`src/rtl/portal_msg_deframer.sv`:
```
// portal_msg_deframer: splits a 32-bit beat stream into portal messages.
// One header word (method id in [31:16], total length L in [15:0]) is
// followed by L-1 payload words. One complete message is buffered and
// held for the request demux; oversize or zero-length messages are
// dropped and flagged with err_oversize.
// Optional build macro PORTAL_DEFRAMER_STATS_EN adds message, drop and
// beat counters as extra outputs.
//
// state   | meaning
// --------+---------------------------------------------------------
// S_HDR   | waiting for a header beat
// S_PAYLOAD | storing payload beats into the buffer
// S_DROP  | discarding the payload of an oversize message
// S_HOLD  | complete message presented, upstream stalled until deq
module portal_msg_deframer #(
  parameter int MAX_WORDS = 16,
  localparam int AW = $clog2(MAX_WORDS)
) (
  input  logic          CLK,
  input  logic          RST,
  input  logic          beat_rdy,
  input  logic [31:0]   beat,
  output logic          beat_en,
  output logic          msg_valid,
  output logic [15:0]   msg_method,
  output logic [15:0]   msg_words,
  input  logic [AW-1:0] msg_rd_addr,
  output logic [31:0]   msg_rd_data,
  input  logic          msg_deq,
  output logic          err_oversize
`ifdef PORTAL_DEFRAMER_STATS_EN
  ,
  output logic [31:0]   stat_msgs,
  output logic [31:0]   stat_drops,
  output logic [31:0]   stat_beats
`endif
);

  typedef enum logic [1:0] {S_HDR, S_PAYLOAD, S_DROP, S_HOLD} state_t;

  // Compare at 17 bits so L=0xFFFF cannot wrap past the limit.
  localparam logic [16:0] LEN_LIMIT = 17'(MAX_WORDS + 1);

  state_t        state, state_nxt;
  logic [31:0]   mem [MAX_WORDS];
  logic [AW-1:0] wptr;
  logic [15:0]   drop_cnt;
  logic [15:0]   hdr_len;
  logic          xfer;
  logic          len_zero, len_one, len_big;
  logic          hdr_xfer, err_set, last_payload;

  assign beat_en      = beat_rdy && (state != S_HOLD);
  assign xfer         = beat_en;
  assign msg_valid    = (state == S_HOLD);
  assign hdr_len      = beat[15:0];
  assign len_zero     = (hdr_len == 16'd0);
  assign len_one      = (hdr_len == 16'd1);
  assign len_big      = ({1'b0, hdr_len} > LEN_LIMIT);
  assign hdr_xfer     = (state == S_HDR) && xfer;
  assign err_set      = hdr_xfer && (len_zero || len_big);
  assign last_payload = ({{(16-AW){1'b0}}, wptr} == (msg_words - 16'd1));

  // Next-state decode; transitions happen only on a beat transfer or deq.
  always_comb begin
    state_nxt = state;
    case (state)
      S_HDR: begin
        if (xfer) begin
          if (len_zero)     state_nxt = S_HDR;
          else if (len_one) state_nxt = S_HOLD;
          else if (len_big) state_nxt = S_DROP;
          else              state_nxt = S_PAYLOAD;
        end
      end
      S_PAYLOAD: if (xfer && last_payload)        state_nxt = S_HOLD;
      S_DROP:    if (xfer && drop_cnt == 16'd1)   state_nxt = S_HDR;
      S_HOLD:    if (msg_deq)                     state_nxt = S_HDR;
      default:   state_nxt = S_HDR;
    endcase
  end

  // State register.
  always_ff @(posedge CLK) begin
    if (!RST) state <= S_HDR;
    else      state <= state_nxt;
  end

  // Header latch, write pointer, drop counter and error pulse.
  always_ff @(posedge CLK) begin
    if (!RST) begin
      msg_method   <= '0;
      msg_words    <= '0;
      wptr         <= '0;
      drop_cnt     <= '0;
      err_oversize <= 1'b0;
    end else begin
      err_oversize <= err_set;
      if (hdr_xfer && !len_zero && !len_big) begin
        msg_method <= beat[31:16];
        msg_words  <= hdr_len - 16'd1;
        wptr       <= '0;
      end
      if (hdr_xfer && len_big)
        drop_cnt <= hdr_len - 16'd1;
      if (state == S_PAYLOAD && xfer)
        wptr <= wptr + AW'(1);
      if (state == S_DROP && xfer)
        drop_cnt <= drop_cnt - 16'd1;
    end
  end

  // Payload buffer write; contents are not reset.
  always_ff @(posedge CLK) begin
    if (RST && state == S_PAYLOAD && xfer)
      mem[wptr] <= beat;
  end

  // Registered random-access read port.
  always_ff @(posedge CLK) begin
    if (!RST) msg_rd_data <= '0;
    else      msg_rd_data <= mem[msg_rd_addr];
  end

`ifdef PORTAL_DEFRAMER_STATS_EN
  // Statistics counters, wrapping modulo 2^32.
  always_ff @(posedge CLK) begin
    if (!RST) begin
      stat_msgs  <= '0;
      stat_drops <= '0;
      stat_beats <= '0;
    end else begin
      if (state_nxt == S_HOLD && state != S_HOLD) stat_msgs <= stat_msgs + 32'd1;
      if (err_set) stat_drops <= stat_drops + 32'd1;
      if (xfer)    stat_beats <= stat_beats + 32'd1;
    end
  end
`endif

endmodule

```
`config.mk`:
```
export PLATFORM = sky130hd
export DESIGN_NAME = portal_msg_deframer
export DESIGN_NICKNAME = d
export VERILOG_FILES = /design/src/rtl/portal_msg_deframer.sv
export SDC_FILE = /design/constraint.sdc
export NUM_CORES = 1
export LEC_CHECK = 0
export ABC_AREA = 1
export CORE_MARGIN = 1
export CORE_UTILIZATION = 40
export DETAILED_ROUTE_END_ITERATION = 16
export DONT_BUFFER_PORTS = 1
export PLACE_DENSITY = 0.54
export SLEW_MARGIN = 10
export SYNTH_ARGS = -nofsm -noshare
export SYNTH_HDL_FRONTEND = slang
export SYNTH_SLANG_ARGS = --single-unit
```
`constraint.sdc`:
```
create_clock -name CLK -period 5.3 [get_ports CLK]
set_input_delay 0.265 -clock CLK [delete_from_list [all_inputs] [get_ports CLK]]
set_output_delay 0.265 -clock CLK [all_outputs]
set_load 0.005 [all_outputs]
```
==> summary.md, run 1 <==
| Metric | Value |
|---|---|
| Startpoint types | `input pin` |
| Hold Path Class | `input pin to flip-flop` |
| Initial antenna violation count | `4` |
| Post-route DRC | `0` |
| Clock Power Share | `0.450` |
| Worst path required time | `approximately 5.8 ns` |
| Run status | `completed` |
| HP Start | `msg_rd_addr[2]` |
| Clock slew at reported path FFs | `about 0.060 ns` |
| Layout cells sized above 1 | `0.0926` |
| Reg2reg path depth | `9` |
| IO Count | `between 100 and 150` |
| Final Hold Vio Count | `0` |
| Syn_nets | `about 2,000` |
| Clk root buf | `clkbuf_16` |
| Metal1 wirelength | `28,900 um` |
| Tightest Pin Transition | `1.21 ns` |
| Die span in x | `roughly 250 um` |
| Top routing layer used | `met5` |
| Placed Cells | `2,594` |
| Synth Register Bits | `599` |
| Post-synth EDFFs | `slightly above 500` |
| Ys flop type | `edfxtp_1` |
| Tot GR Track Use | `0.222` |
| R2R Setup Slk | `roughly 2.3 ns` |
| Die height | `approximately 250 um` |
| Number of setup buffers added after CTS | `0` |
| Core area | `58,900 um2` |
| Total die area | `just over 60,000 um2` |
| Synth cell types | `~50` |
| PD cells | `roughly 380 nW/um2` |
| Global-route wire length before repair | `between 90,000 and 100,000 um` |
| Sequential area share after synthesis | `0.718` |
| Leading cell type in the layout, fill and taps excluded | `edfxtp_1` |
| Rows | `89` |
| Leakage power | `just under 9 nW` |
| Layout fillers | `5,268` |
| P_sw | `~2.3 mW` |
| Final Instance Count excl. Fillers | `between 2,000 and 3,000` |
| Fin crit period | `3.07 ns` |
| Critical path class | `input pin to flip-flop` |
| Switching Fraction | `0.222` |
| Vias per inst | `~5.7` |
| Total Power Consumption | `10.4 mW` |
| Synth top area share | `0.645` |
| Final ANT Viol Nets | `0` |
| Async set-reset flop share out of synthesis | `0` |
| Hold depth | `2` |
| CTS Buf Count | `66` |
| CP Capture Type | `flip-flop` |
| Clock Skew | `0.0309 ns` |
| Largest net degree at the start of global routing | `around 260` |
| Routed wl met2 | `between 30,000 and 40,000 um` |
| Worst-skew pair later-pin latency | `0.61 ns` |
| CP arrival | `roughly 3.6 ns` |
| Final wirelength | `66,400 um` |
| Worst reg2reg endpoint | `mem[3][25]$_DFFE_PP_` |
| Clk buf depth | `3` |
| Combinational Power Share | `0.051` |
| Initial Util | `0.404` |
| Area contributors post-synth | `edfxtp_1 65%, dfxtp_1 7.3%, nor2_1 5.8%` |
| Synth-to-layout area growth | `14.5%` |
| Number of global-route vias before repair | `15,510` |
| Final setup violation count | `0` |
| Sum Neg Setup Slack | `0 ns` |
| Post-Syn Area | `~24,000 um2` |
| Reg2Reg Launch Point | `state[0]$_SDFFE_PN0P_` |
| Met3 routed WL | `roughly 5000 um` |
| Pins Over Slew Limit | `0` |
| Placer Congestion | `roughly 0.80` |
| H-tree levels | `3` |
| Syn avg cell area | `between 10 and 15 um2` |
| Largest area contributor in the netlist | `edfxtp_1` |
| Gr ovfl total | `0` |
| Max Freq | `around 330 MHz` |
| Vias | `between 15,000 and 20,000` |
| Most frequent cells in the layout | `512 x edfxtp_1, 355 x nor2_1, 242 x o21ai_0` |
| Gate Count Post-Synth | `1,924` |
| Ys Warns | `0` |
| Clock Sinks | `599` |
| RSZ-0062 raised after global routing | `false` |
| Pre-Repair DR Iteration Count | `5` |
| Routed WL per cell | `24.0 um` |
| CTS tree | `yes` |
| Hold EP | `msg_rd_data[28]$_SDFF_PN0_` |
| Layout Nets | `1,981` |
| PortBufs | `0` |
| Maxcap violations | `0` |
| Post-DP HPWL | `approximately 34,000 um` |
| Slew headroom | `0.191` |
| VDD IR max | `0.248 mV` |
| Flop pwr share | `0.499` |
| Ratio of final minimum period to clock period | `0.580` |
| Starting DRC count in detailed routing | `between 1,500 and 2,000` |
| Pint | `8.07 mW` |
| Critical path peak fanout | `33` |
## sequential cells by signal (all words and copies together) (netlist names)
signal,count
msg_method,16
wptr,4
mem,512
state,2
msg_rd_data,32
drop_cnt,16
msg_words,16
err_oversize,1
## cells by family after synthesis
group,synth area share
flip-flops,0.718
buffers and inverters,0.0324
adder cells (fa/ha/maj),0.00473
AND/OR/NAND/NOR,0.100
AO/OA/AOI/OAI,0.137
XOR/XNOR,0.00735
## timing repair
action | in CTS | in global routing
resized for setup | 0 | 0
setup endpoints to repair | 0 | 0
hold buffers | 41 | 0
endpoints found under the hold margin | 588 | 0
## routing by layer
metal,up-vias,GRT usage
met1,7809,0.306
met2,548,0.349
li1,7141,-
met4,2,0.0650
met5,-,0
met3,100,0.0490
## cell usage after synthesis (2+ instances only)
| master | number |
|---|---|
| nor3_1 | 7 |
| a21oi_2 | 2 |
| xor2_1 | 12 |
| o21a_1 | 2 |
| buf_4 | 3 |
| a21oi_1 | 55 |
| clkinv_1 | 2 |
| nand4_1 | 8 |
| buf_2 | 38 |
| clkbuf_1 | 77 |
| xnor2_1 | 8 |
| buf_6 | 3 |
| o21ai_0 | 242 |
| o22ai_1 | 37 |
| a211oi_1 | 5 |
| o211ai_1 | 38 |
| a31oi_1 | 3 |
| edfxtp_1 | 512 |
| nand2_1 | 97 |
| nand2_2 | 7 |
| and3_1 | 2 |
| ha_1 | 9 |
| nor2_4 | 6 |
| nor2_1 | 371 |
| nor2_2 | 9 |
| dfxtp_1 | 87 |
| o221ai_1 | 93 |
| inv_2 | 7 |
| o21ai_1 | 56 |
| o21bai_1 | 3 |
| nand3_1 | 55 |
| inv_1 | 51 |
## worst max-delay path by stage
stage / start / end / depth (start not counted)
floorplan: state[0]$_SDFFE_PN0P_ / mem[0][0]$_DFFE_PP_ / 8
global placement: state[0]$_SDFFE_PN0P_ / mem[1][18]$_DFFE_PP_ / 9
detailed placement: state[0]$_SDFFE_PN0P_ / mem[3][26]$_DFFE_PP_ / 9
CTS: beat[0] / wptr[1]$_SDFFE_PN0P_ / 13
global route: state[0]$_SDFFE_PN0P_ / mem[3][27]$_DFFE_PP_ / 9
finish: beat[0] / wptr[1]$_SDFFE_PN0P_ / 13
## critical path, stage by stage
cell and delay [ns]:
dlygate4sd3_1 1.02, inv_1 0.30, ha_1 0.33, and2_4 0.18
nor2_2 0.09, nand2_2 0.08, nand3_4 0.11, nor2_4 0.05
nand2_4 0.42, inv_4 0.28, nor2_2 0.20, inv_2 0.06
o31ai_2 0.17
## power by group through the flow
stage	clock, mW	sequential, mW	combinational (mW)
after floorplan	0	5.27	0.353
after global placement	0	5.28	0.405
after detailed placement	0	5.28	0.409
after CTS	4.74	5.18	0.529
after global routing	4.91	5.18	0.586
final	4.66	5.18	0.528
## layout make-up
class                   instances  area (um2)  area share
diodes                          2        5.00    0.000184
repair buffers                 62         683      0.0251
inverters                      61         240     0.00881
flip-flops and latches        599       17100       0.628
well taps                     773         967      0.0355
multi-input cells            1142        6060       0.222
clock inverters                38         409      0.0150
clock buffers                  84        1790      0.0657
## per-stage QoR
step / worst slack (ns) / utilization / area, um2 / hold slack [ns]
after floorplan: 2.38 / - / 23800 / 0.364
after global placement: 2.25 / 0.416 / 24500 / 0.365
after detailed placement: 2.27 / 0.417 / 24600 / 0.365
after CTS: 2.21 / 0.462 / 27200 / 0.00215
after global routing: 2.03 / 0.463 / 27300 / 0.0192
final: 2.23 / 0.463 / 27300 / 0.0220
No activity file was read; power rests on OpenSTA's default activity.
==> inputs of run 2 (changes only) <==
--- a/config.mk
+++ b/config.mk
@@ -5,7 +5,7 @@
 export SDC_FILE = /design/constraint.sdc
 export NUM_CORES = 1
 export LEC_CHECK = 0
-export ABC_AREA = 1
+export ABC_AREA = 0
 export CORE_MARGIN = 1
 export CORE_UTILIZATION = 40
 export DETAILED_ROUTE_END_ITERATION = 16
==> constraint.sdc (replaced) <==
create_clock -name CLK -period 3 [get_ports CLK]
set_input_delay 0.15 -clock CLK [delete_from_list [all_inputs] [get_ports CLK]]
set_output_delay 0.15 -clock CLK [all_outputs]
set_load 0.005 [all_outputs]
==> run 2 against run 1 <==
Against the previous run:
- clock power rose by 59%
- critical path depth fell by 4
- hold slack improved by 0.011 ns
- clock skew fell by 0.0048 ns
- first-iteration DRC count fell by 46%
- cell area fell by 2.5%
- power rose by 67%
- via count fell by 27%
- critical endpoint is now drop_cnt[8]$_SDFFE_PN0P_
- largest power group unchanged
- highest routed layer unchanged
==> summary.md, run 2 <==
| Metric | Value |
|---|---|
| Ys flop type | `edfxtp_1 (unchanged)` |
| Final wirelength | `53,600 um (was 66,400 um)` |
| Syn_nets | `1,212 (was 1,973)` |
| Post-route DRC | `0 (unchanged)` |
| Global-route wire length before repair | `80,000 um (was 99,600 um)` |
| Synth-to-layout area growth | `15.3% (was 14.5%)` |
| Post-Syn Area | `23,100 um2 (was 23,800 um2)` |
| Async set-reset flop share out of synthesis | `0 (unchanged)` |
| Leading cell type in the layout, fill and taps excluded | `edfxtp_1 (unchanged)` |
| Layout cells sized above 1 | `0.238 (was 0.0926)` |
| PD cells | `649 nW/um2 (was 380 nW/um2)` |
| Sequential area share after synthesis | `0.742 (was 0.718)` |
| Final ANT Viol Nets | `0 (unchanged)` |
| Post-DP HPWL | `29,400 um (was 33,800 um)` |
| Synth Register Bits | `599 (unchanged)` |
| Syn avg cell area | `19.8 um2 (was 12.4 um2)` |
| Max Freq | `381 MHz` |
| Area contributors post-synth | `edfxtp_1 67%, mux4_2 16%, dfxtp_1 7.6% (was edfxtp_1 65%, dfxtp_1 7.3%, nor2_1 5.8%)` |
| Tightest Pin Transition | `0.971 ns (was 1.21 ns)` |
| Critical path class | `input pin to flip-flop (unchanged)` |
| R2R Setup Slk | `0.62 ns (was 2.27 ns)` |
| Maxcap violations | `0 (unchanged)` |
| Clock Sinks | `599 (unchanged)` |
| Reg2Reg Launch Point | `state[1]$_SDFFE_PN0P_ (was state[0]$_SDFFE_PN0P_)` |
| H-tree levels | `3 (unchanged)` |
| Largest area contributor in the netlist | `edfxtp_1 (unchanged)` |
| VDD IR max | `0.435 mV (was 0.248 mV)` |
| Synth cell types | `57 (was 49)` |
| Initial antenna violation count | `6 (was 4)` |
| Ys Warns | `0 (unchanged)` |
| Hold depth | `3 (was 2)` |
| Final Instance Count excl. Fillers | `2,049 (was 2,761)` |
| Ratio of final minimum period to clock period | `0.875` |
| Worst reg2reg endpoint | `mem[8][17]$_DFFE_PP_ (was mem[3][25]$_DFFE_PP_)` |
| Largest net degree at the start of global routing | `129 (was 258)` |
| Initial Util | `0.407 (was 0.404)` |
| Critical path peak fanout | `19 (was 33)` |
| Placed Instance Area | `24,200 um2 (was 24,600 um2)` |
| Hold EP | `drop_cnt[14]$_SDFFE_PN0P_ (was msg_rd_data[28]$_SDFF_PN0_)` |
| Final Hold Vio Count | `0 (unchanged)` |
| Slew headroom | `0.349 (was 0.191)` |
| Synth top area share | `0.667 (was 0.645)` |
| Top post-synthesis cells by count | `512 x edfxtp_1, 160 x mux4_2, 87 x dfxtp_1 (was 512 x edfxtp_1, 371 x nor2_1, 242 x o21ai_0)` |
| Most frequent cells in the layout | `512 x edfxtp_1, 160 x mux4_2, 87 x dfxtp_1 (was 512 x edfxtp_1, 355 x nor2_1, 242 x o21ai_0)` |
| Number of global-route vias before repair | `11,621 (was 15,510)` |
| Pins Over Slew Limit | `0 (unchanged)` |
| Fin crit period | `around 2.6 ns` |
| Sum Neg Setup Slack | `0 ns (unchanged)` |
| Vias per inst | `5.54 (was 5.65)` |
| Die span in x | `242 um (was 246 um)` |
| Pre-Repair DR Iteration Count | `5 (unchanged)` |
| Die height | `242 um (was 246 um)` |
| Placer Congestion | `0.820 (was 0.803)` |
| CP Capture Type | `flip-flop (unchanged)` |
| Vias | `11,346 (was 15,600)` |
| PortBufs | `0 (unchanged)` |
| Final instance area | `26,600 um2 (was 27,300 um2)` |
| CP max-delay cell | `dlygate4sd3_1 (unchanged)` |
| Worst-skew pair later-pin latency | `0.59 ns (was 0.61 ns)` |
| Routed WL per cell | `26.1 um (was 24.0 um)` |
| Startpoint types | `input pin (unchanged)` |
| Post-synth EDFFs | `512 (unchanged)` |
| Layout fillers | `4,691 (was 5,268)` |
| Clk buf depth | `3 (unchanged)` |
| Max reg flops | `512 (unchanged)` |
| Rows | `87 (was 89)` |
| Placed Cells | `1,887 (was 2,594)` |
| Number of setup buffers added after CTS | `0 (unchanged)` |
| Most common cell in the netlist | `edfxtp_1 (unchanged)` |
| Tot GR Track Use | `0.186 (was 0.222)` |
| Critical-path cell list | `dlygate4sd3_1, inv_1, ha_1, nor2_1, o31ai_1, buf_4, a21boi_2, nor3_1, a2111oi_2 (was dlygate4sd3_1, inv_1, ha_1, and2_4, nor2_2, nand2_2, nand3_4, nor2_4, nand2_4, inv_4, nor2_2, inv_2, o31ai_2)` |
| Most flops, register | `mem (unchanged)` |
| Worst path required time | `3.47 ns (was 5.81 ns)` |
| Total die area | `58,600 um2 (was 60,600 um2)` |
| Clk root buf | `clkbuf_16 (unchanged)` |
| Clock Skew | `0.0262 ns (was 0.0309 ns)` |
| Starting DRC count in detailed routing | `894 (was 1,642)` |
| Top Registers | `mem (512), msg_rd_data (32) (unchanged)` |
| CP arrival | `3.09 ns (was 3.58 ns)` |
| HP Start | `beat_rdy (was msg_rd_addr[2])` |
| IO Count | `107 (unchanged)` |
| Layout Nets | `1,288 (was 1,981)` |
| Reg2reg path depth | `5 (was 9)` |
| Gate Count Post-Synth | `1,163 (was 1,924)` |
| Final setup violation count | `0 (unchanged)` |
| CTS tree | `yes (unchanged)` |
| Gr ovfl total | `0 (unchanged)` |
| RSZ-0062 raised after global routing | `false (unchanged)` |
| CTS Buf Count | `66 (unchanged)` |
| Largest stage delay on the critical path | `1.07 ns (was 1.02 ns)` |
| Core area | `56,700 um2 (was 58,900 um2)` |
| Leakage power | `8.33 nW (was 8.85 nW)` |
| Clock slew at reported path FFs | `0.06 ns (about the same)` |
| Run status | `completed (unchanged)` |
| Hold WS | `0.0334 ns (was 0.0220 ns)` |
| Hold Path Class | `input pin to flip-flop (unchanged)` |
-- run 2: how the worst max path moves through the flow --
stage	from	to	slack [ns]	cells after the start
floorplan	state[1]$_SDFFE_PN0P_	mem[12][0]$_DFFE_PP_	0.21	5
global placement	state[1]$_SDFFE_PN0P_	mem[13][24]$_DFFE_PP_	0.72	5
detailed placement	state[1]$_SDFFE_PN0P_	mem[8][19]$_DFFE_PP_	0.61	5
CTS	beat[0]	drop_cnt[8]$_SDFFE_PN0P_	0.15	9
global route	beat[0]	drop_cnt[8]$_SDFFE_PN0P_	0.05	9
finish	beat[0]	drop_cnt[8]$_SDFFE_PN0P_	0.37	9
-- run 2: logic make-up after synthesis --
| logic type | after synthesis | synth area share |
|---|---|---|
| AO/OA/AOI/OAI | 81 | 0.0238 |
| XOR/XNOR | 19 | 0.00722 |
| adder cells (fa/ha/maj) | 9 | 0.00488 |
| buffers and inverters | 75 | 0.0137 |
| flip-flops | 599 | 0.742 |
| multiplexers | 161 | 0.157 |
| AND/OR/NAND/NOR | 219 | 0.0515 |
-- run 2: critical path: cells and delay by family --
kind,cells,cell delay [ns]
buffers and inverters,3,1.40
AO/OA/AOI/OAI,3,0.93
adder cells (fa/ha/maj),1,0.30
AND/OR/NAND/NOR,2,0.30
-- run 2: layout make-up --
type	instances	area [um2]	share of cell area
flip-flops and latches	599	17100	0.644
multi-input cells	489	5770	0.217
clock buffers	86	1760	0.0661
well taps	756	946	0.0356
repair buffers	70	741	0.0279
clock inverters	33	206	0.00776
inverters	13	48.8	0.00184
diodes	3	7.51	0.000282
-- run 2: through the flow --
stage / worst slack, ns / total power [mW] / util
3_3_place_gp: 0.719 / 9.79 / 0.426
2_1_floorplan: 0.205 / 9.79 / -
5_1_grt: 0.0485 / 17.8 / 0.469
3_5_place_dp: 0.611 / 9.79 / 0.426
4_1_cts: 0.154 / 17.5 / 0.469
6_report: 0.374 / 17.3 / 0.469
-- run 2: what timing repair did --
action                                  4_1_cts  5_1_grt
hold endpoints to repair                    597        0
endpoints found under the setup margin        0        5
hold buffers                                 40        0
gates resized for setup                       0        1
-- run 2: report_power, final --
part           leakage [nW]  internal, mW  switching [mW]  total (mW)
Sequential             5.31          9.09          0.0468        9.13
Combinational          2.06         0.341           0.353       0.694
Clock                 0.960          4.30            3.14        7.43
Total                  8.33          13.7            3.54        17.3
-- run 2: layer usage --
layer,vias to the layer above,share of wire,global-route usage
met5,-,0.00024,0
met4,2,0.016,0.0491
met3,65,0.058,0.0340
met2,333,0.47,0.293
met1,6019,0.45,0.269
li1,4927,-,-
==> inputs of run 3 (changes only) <==
--- a/config.mk
+++ b/config.mk
@@ -8,6 +8,7 @@
 export ABC_AREA = 0
 export CORE_MARGIN = 1
 export CORE_UTILIZATION = 40
+export CTS_BUF_LIST = sky130_fd_sc_hd__clkbuf_4 sky130_fd_sc_hd__clkbuf_8
 export DETAILED_ROUTE_END_ITERATION = 16
 export DONT_BUFFER_PORTS = 1
 export PLACE_DENSITY = 0.54
==> run 3 against run 2 <==
Against the previous run:
- via count increased by 2.1%
- non-clock buffer count increased by 4
- fmax increased by 1.1%
- critical endpoint unchanged
- highest routed layer unchanged
==> summary.md, run 3 (synthesis gave the netlist of run 2 again) <==
| Metric | Value |
|---|---|
| Run status | `completed (unchanged)` |
| Max Freq | `385 MHz (was 381 MHz)` |
| Rows | `87 (unchanged)` |
| Most frequent cells in the layout | `512 x edfxtp_1, 160 x mux4_2, 108 x clkbuf_8 (was 512 x edfxtp_1, 160 x mux4_2, 87 x dfxtp_1)` |
| Worst path required time | `3.58 ns (was 3.47 ns)` |
| CP arrival | `3.18 ns (was 3.09 ns)` |
| Util after Layout | `0.473 (was 0.469)` |
| Layout cells sized above 1 | `0.285 (was 0.238)` |
| Reg2Reg Launch Point | `state[1]$_SDFFE_PN0P_ (unchanged)` |
| Critical path peak fanout | `22 (was 19)` |
| Core area | `56,700 um2 (unchanged)` |
| P_sw | `3.70 mW (was 3.54 mW)` |
| H-tree levels | `3 (unchanged)` |
| Placer Congestion | `0.820 (unchanged)` |
| Critical path class | `input pin to flip-flop (unchanged)` |
| PortBufs | `0 (unchanged)` |
| RSZ-0062 raised after global routing | `false (unchanged)` |
| Hold depth | `3 (unchanged)` |
| Combinational Power Share | `0.041 (was 0.040)` |
| Final instance area | `26,800 um2 (was 26,600 um2)` |
| Final wirelength | `54,100 um (was 53,600 um)` |
| Vias | `11,589 (was 11,346)` |
| Number of global-route vias before repair | `12,019 (was 11,621)` |
| Tightest Pin Transition | `1.06 ns (was 0.971 ns)` |
| Placed Instance Area | `24,200 um2 (unchanged)` |
| Maxcap violations | `0 (unchanged)` |
| Clock Power Share | `0.438 (was 0.431)` |
| Worst-skew pair later-pin latency | `0.70 ns (was 0.59 ns)` |
| VDD IR max | `0.319 mV (was 0.435 mV)` |
| Die span in x | `242 um (unchanged)` |
| Slew headroom | `0.290 (was 0.349)` |
| Post-route DRC | `0 (unchanged)` |
| Sequential Area | `17,100 um2 (unchanged)` |
| Multi-input logic area | `5770 um2 (unchanged)` |
| Pint | `13.8 mW (was 13.7 mW)` |
| Most flops, register | `mem (unchanged)` |
| Final Hold Vio Count | `0 (unchanged)` |
| Synth-to-layout area growth | `16.4% (was 15.3%)` |
| IO Count | `107 (unchanged)` |
| Clock slew at reported path FFs | `0.06 ns (about the same)` |
| Final ANT Viol Nets | `0 (unchanged)` |
| Flop pwr share | `0.521 (was 0.529)` |
| Max reg flops | `512 (unchanged)` |
| Leakage power | `8.52 nW (was 8.33 nW)` |
| Sum Neg Setup Slack | `0 ns (unchanged)` |
| Clk buf depth | `3 (unchanged)` |
| Fin crit period | `2.60 ns (was 2.63 ns)` |
| PD cells | `653 nW/um2 (was 649 nW/um2)` |
| Clock Sinks | `599 (unchanged)` |
| Pins Over Slew Limit | `0 (unchanged)` |
| Pre-Repair DR Iteration Count | `5 (unchanged)` |
| Largest net degree at the start of global routing | `129 (unchanged)` |
| Layout Nets | `1,328 (was 1,288)` |
| R2R Setup Slk | `0.63 ns (was 0.62 ns)` |
| Total die area | `58,600 um2 (unchanged)` |
| Post-DP HPWL | `29,400 um (unchanged)` |
| Layout fillers | `4,705 (was 4,691)` |
| Initial Util | `0.407 (unchanged)` |
| Global-route wire length before repair | `80,800 um (was 80,000 um)` |
| CTS tree | `yes (unchanged)` |
| Vias per inst | `5.45 (was 5.54)` |
| Hold EP | `msg_rd_data[2]$_SDFF_PN0_ (was drop_cnt[14]$_SDFFE_PN0P_)` |
| Gr ovfl total | `0 (unchanged)` |
| Clk root buf | `clkbuf_8 (was clkbuf_16)` |
| Die height | `242 um (unchanged)` |
| Number of setup buffers added after CTS | `0 (unchanged)` |
| Startpoint types | `input pin (unchanged)` |
| Routed WL per cell | `25.4 um (was 26.1 um)` |
| CTS Buf Count | `102 (was 66)` |
| Starting DRC count in detailed routing | `876 (was 894)` |
| Ratio of final minimum period to clock period | `0.866 (was 0.875)` |
| Top Registers | `mem (512), msg_rd_data (32) (unchanged)` |
| Initial antenna violation count | `7 (was 6)` |
| Final setup violation count | `0 (unchanged)` |
| CP Capture Type | `flip-flop (unchanged)` |
| Reg2reg path depth | `5 (unchanged)` |
| Total Power Consumption | `17.5 mW (was 17.3 mW)` |
| Clock Skew | `0.0379 ns (was 0.0262 ns)` |
| Tot GR Track Use | `0.189 (was 0.186)` |
| Worst reg2reg endpoint | `mem[8][17]$_DFFE_PP_ (unchanged)` |
| Leading cell type in the layout, fill and taps excluded | `edfxtp_1 (unchanged)` |
| Switching Fraction | `0.211 (was 0.205)` |
| HP Start | `msg_rd_addr[1] (was beat_rdy)` |
| Hold Path Class | `input pin to flip-flop (unchanged)` |
-- run 3: cell types whose count changed in the layout (fill, tap and decap cells not counted), moves of 2 or more --
cell,previous run,this run
clkinvlp_4,1,4
clkinv_1,19,28
clkbuf_16,67,0
clkbuf_1,18,0
clkbuf_8,1,108
dlygate4sd3_1,37,40
inv_6,3,1
clkbuf_4,0,35
bufinv_16,2,7
-- run 3: power by group through the flow --
| stage | logic [mW] | clock network (mW) | registers [mW] |
|---|---|---|---|
| floorplan | 0.496 | 0 | 9.29 |
| global placement | 0.485 | 0 | 9.31 |
| detailed placement | 0.485 | 0 | 9.31 |
| CTS | 0.723 | 7.88 | 9.13 |
| global route | 0.769 | 8.23 | 9.14 |
| finish | 0.713 | 7.67 | 9.13 |
-- run 3: what timing repair did --
| item | 4_1_cts | 5_1_grt |
|---|---|---|
| endpoints found under the hold margin | 599 | 0 |
| endpoints found under the setup margin | 0 | 3 |
| resized for setup | 0 | 1 |
| hold buffers | 44 | 0 |
-- run 3: how the worst max path moves through the flow --
stage,from,to,slack (ns),cells past startpoint
5_1_grt,beat[0],drop_cnt[8]$_SDFFE_PN0P_,0.08,9
3_3_place_gp,state[1]$_SDFFE_PN0P_,mem[13][24]$_DFFE_PP_,0.72,5
3_5_place_dp,state[1]$_SDFFE_PN0P_,mem[8][19]$_DFFE_PP_,0.61,5
4_1_cts,beat[0],drop_cnt[8]$_SDFFE_PN0P_,0.21,9
2_1_floorplan,state[1]$_SDFFE_PN0P_,mem[12][0]$_DFFE_PP_,0.21,5
6_report,beat[0],drop_cnt[8]$_SDFFE_PN0P_,0.40,9
-- run 3: worst max-delay path, stage by stage --
cell	delay, ns
dlygate4sd3_1	1.15
inv_1	0.12
ha_1	0.31
nor2_1	0.17
o31ai_1	0.08
buf_4	0.21
a21boi_2	0.50
nor3_1	0.14
a2111oi_2	0.34
-- run 3: layout make-up --
class,instances,share of cell area
clock inverters,49,0.0156
inverters,13,0.00182
diodes,4,0.000373
flip-flops and latches,599,0.638
multi-input cells,489,0.215
repair buffers,74,0.0295
clock buffers,143,0.0652
well taps,756,0.0352
-- run 3: per-stage QoR --
stage | instances | setup WS [ns] | hold WS, ns
detailed placement | 1887 | 0.611 | 0.250
floorplan | 1163 | 0.205 | 0.246
global placement | 1887 | 0.719 | 0.250
CTS | 2123 | 0.210 | 0.00116
global route | 2126 | 0.0841 | 0.0235
finish | 2127 | 0.403 | 0.0429
-- run 3: routing by layer --
| metal | vias to the layer above | wire length, um | GRT usage |
|---|---|---|---|
| met1 | 6107 | 24300 | 0.266 |
| met3 | 83 | 3220 | 0.0420 |
| met4 | 4 | 1180 | 0.0631 |
| li1 | 5029 | - | - |
| met2 | 366 | 25300 | 0.291 |
| met5 | - | 20 | 0 |
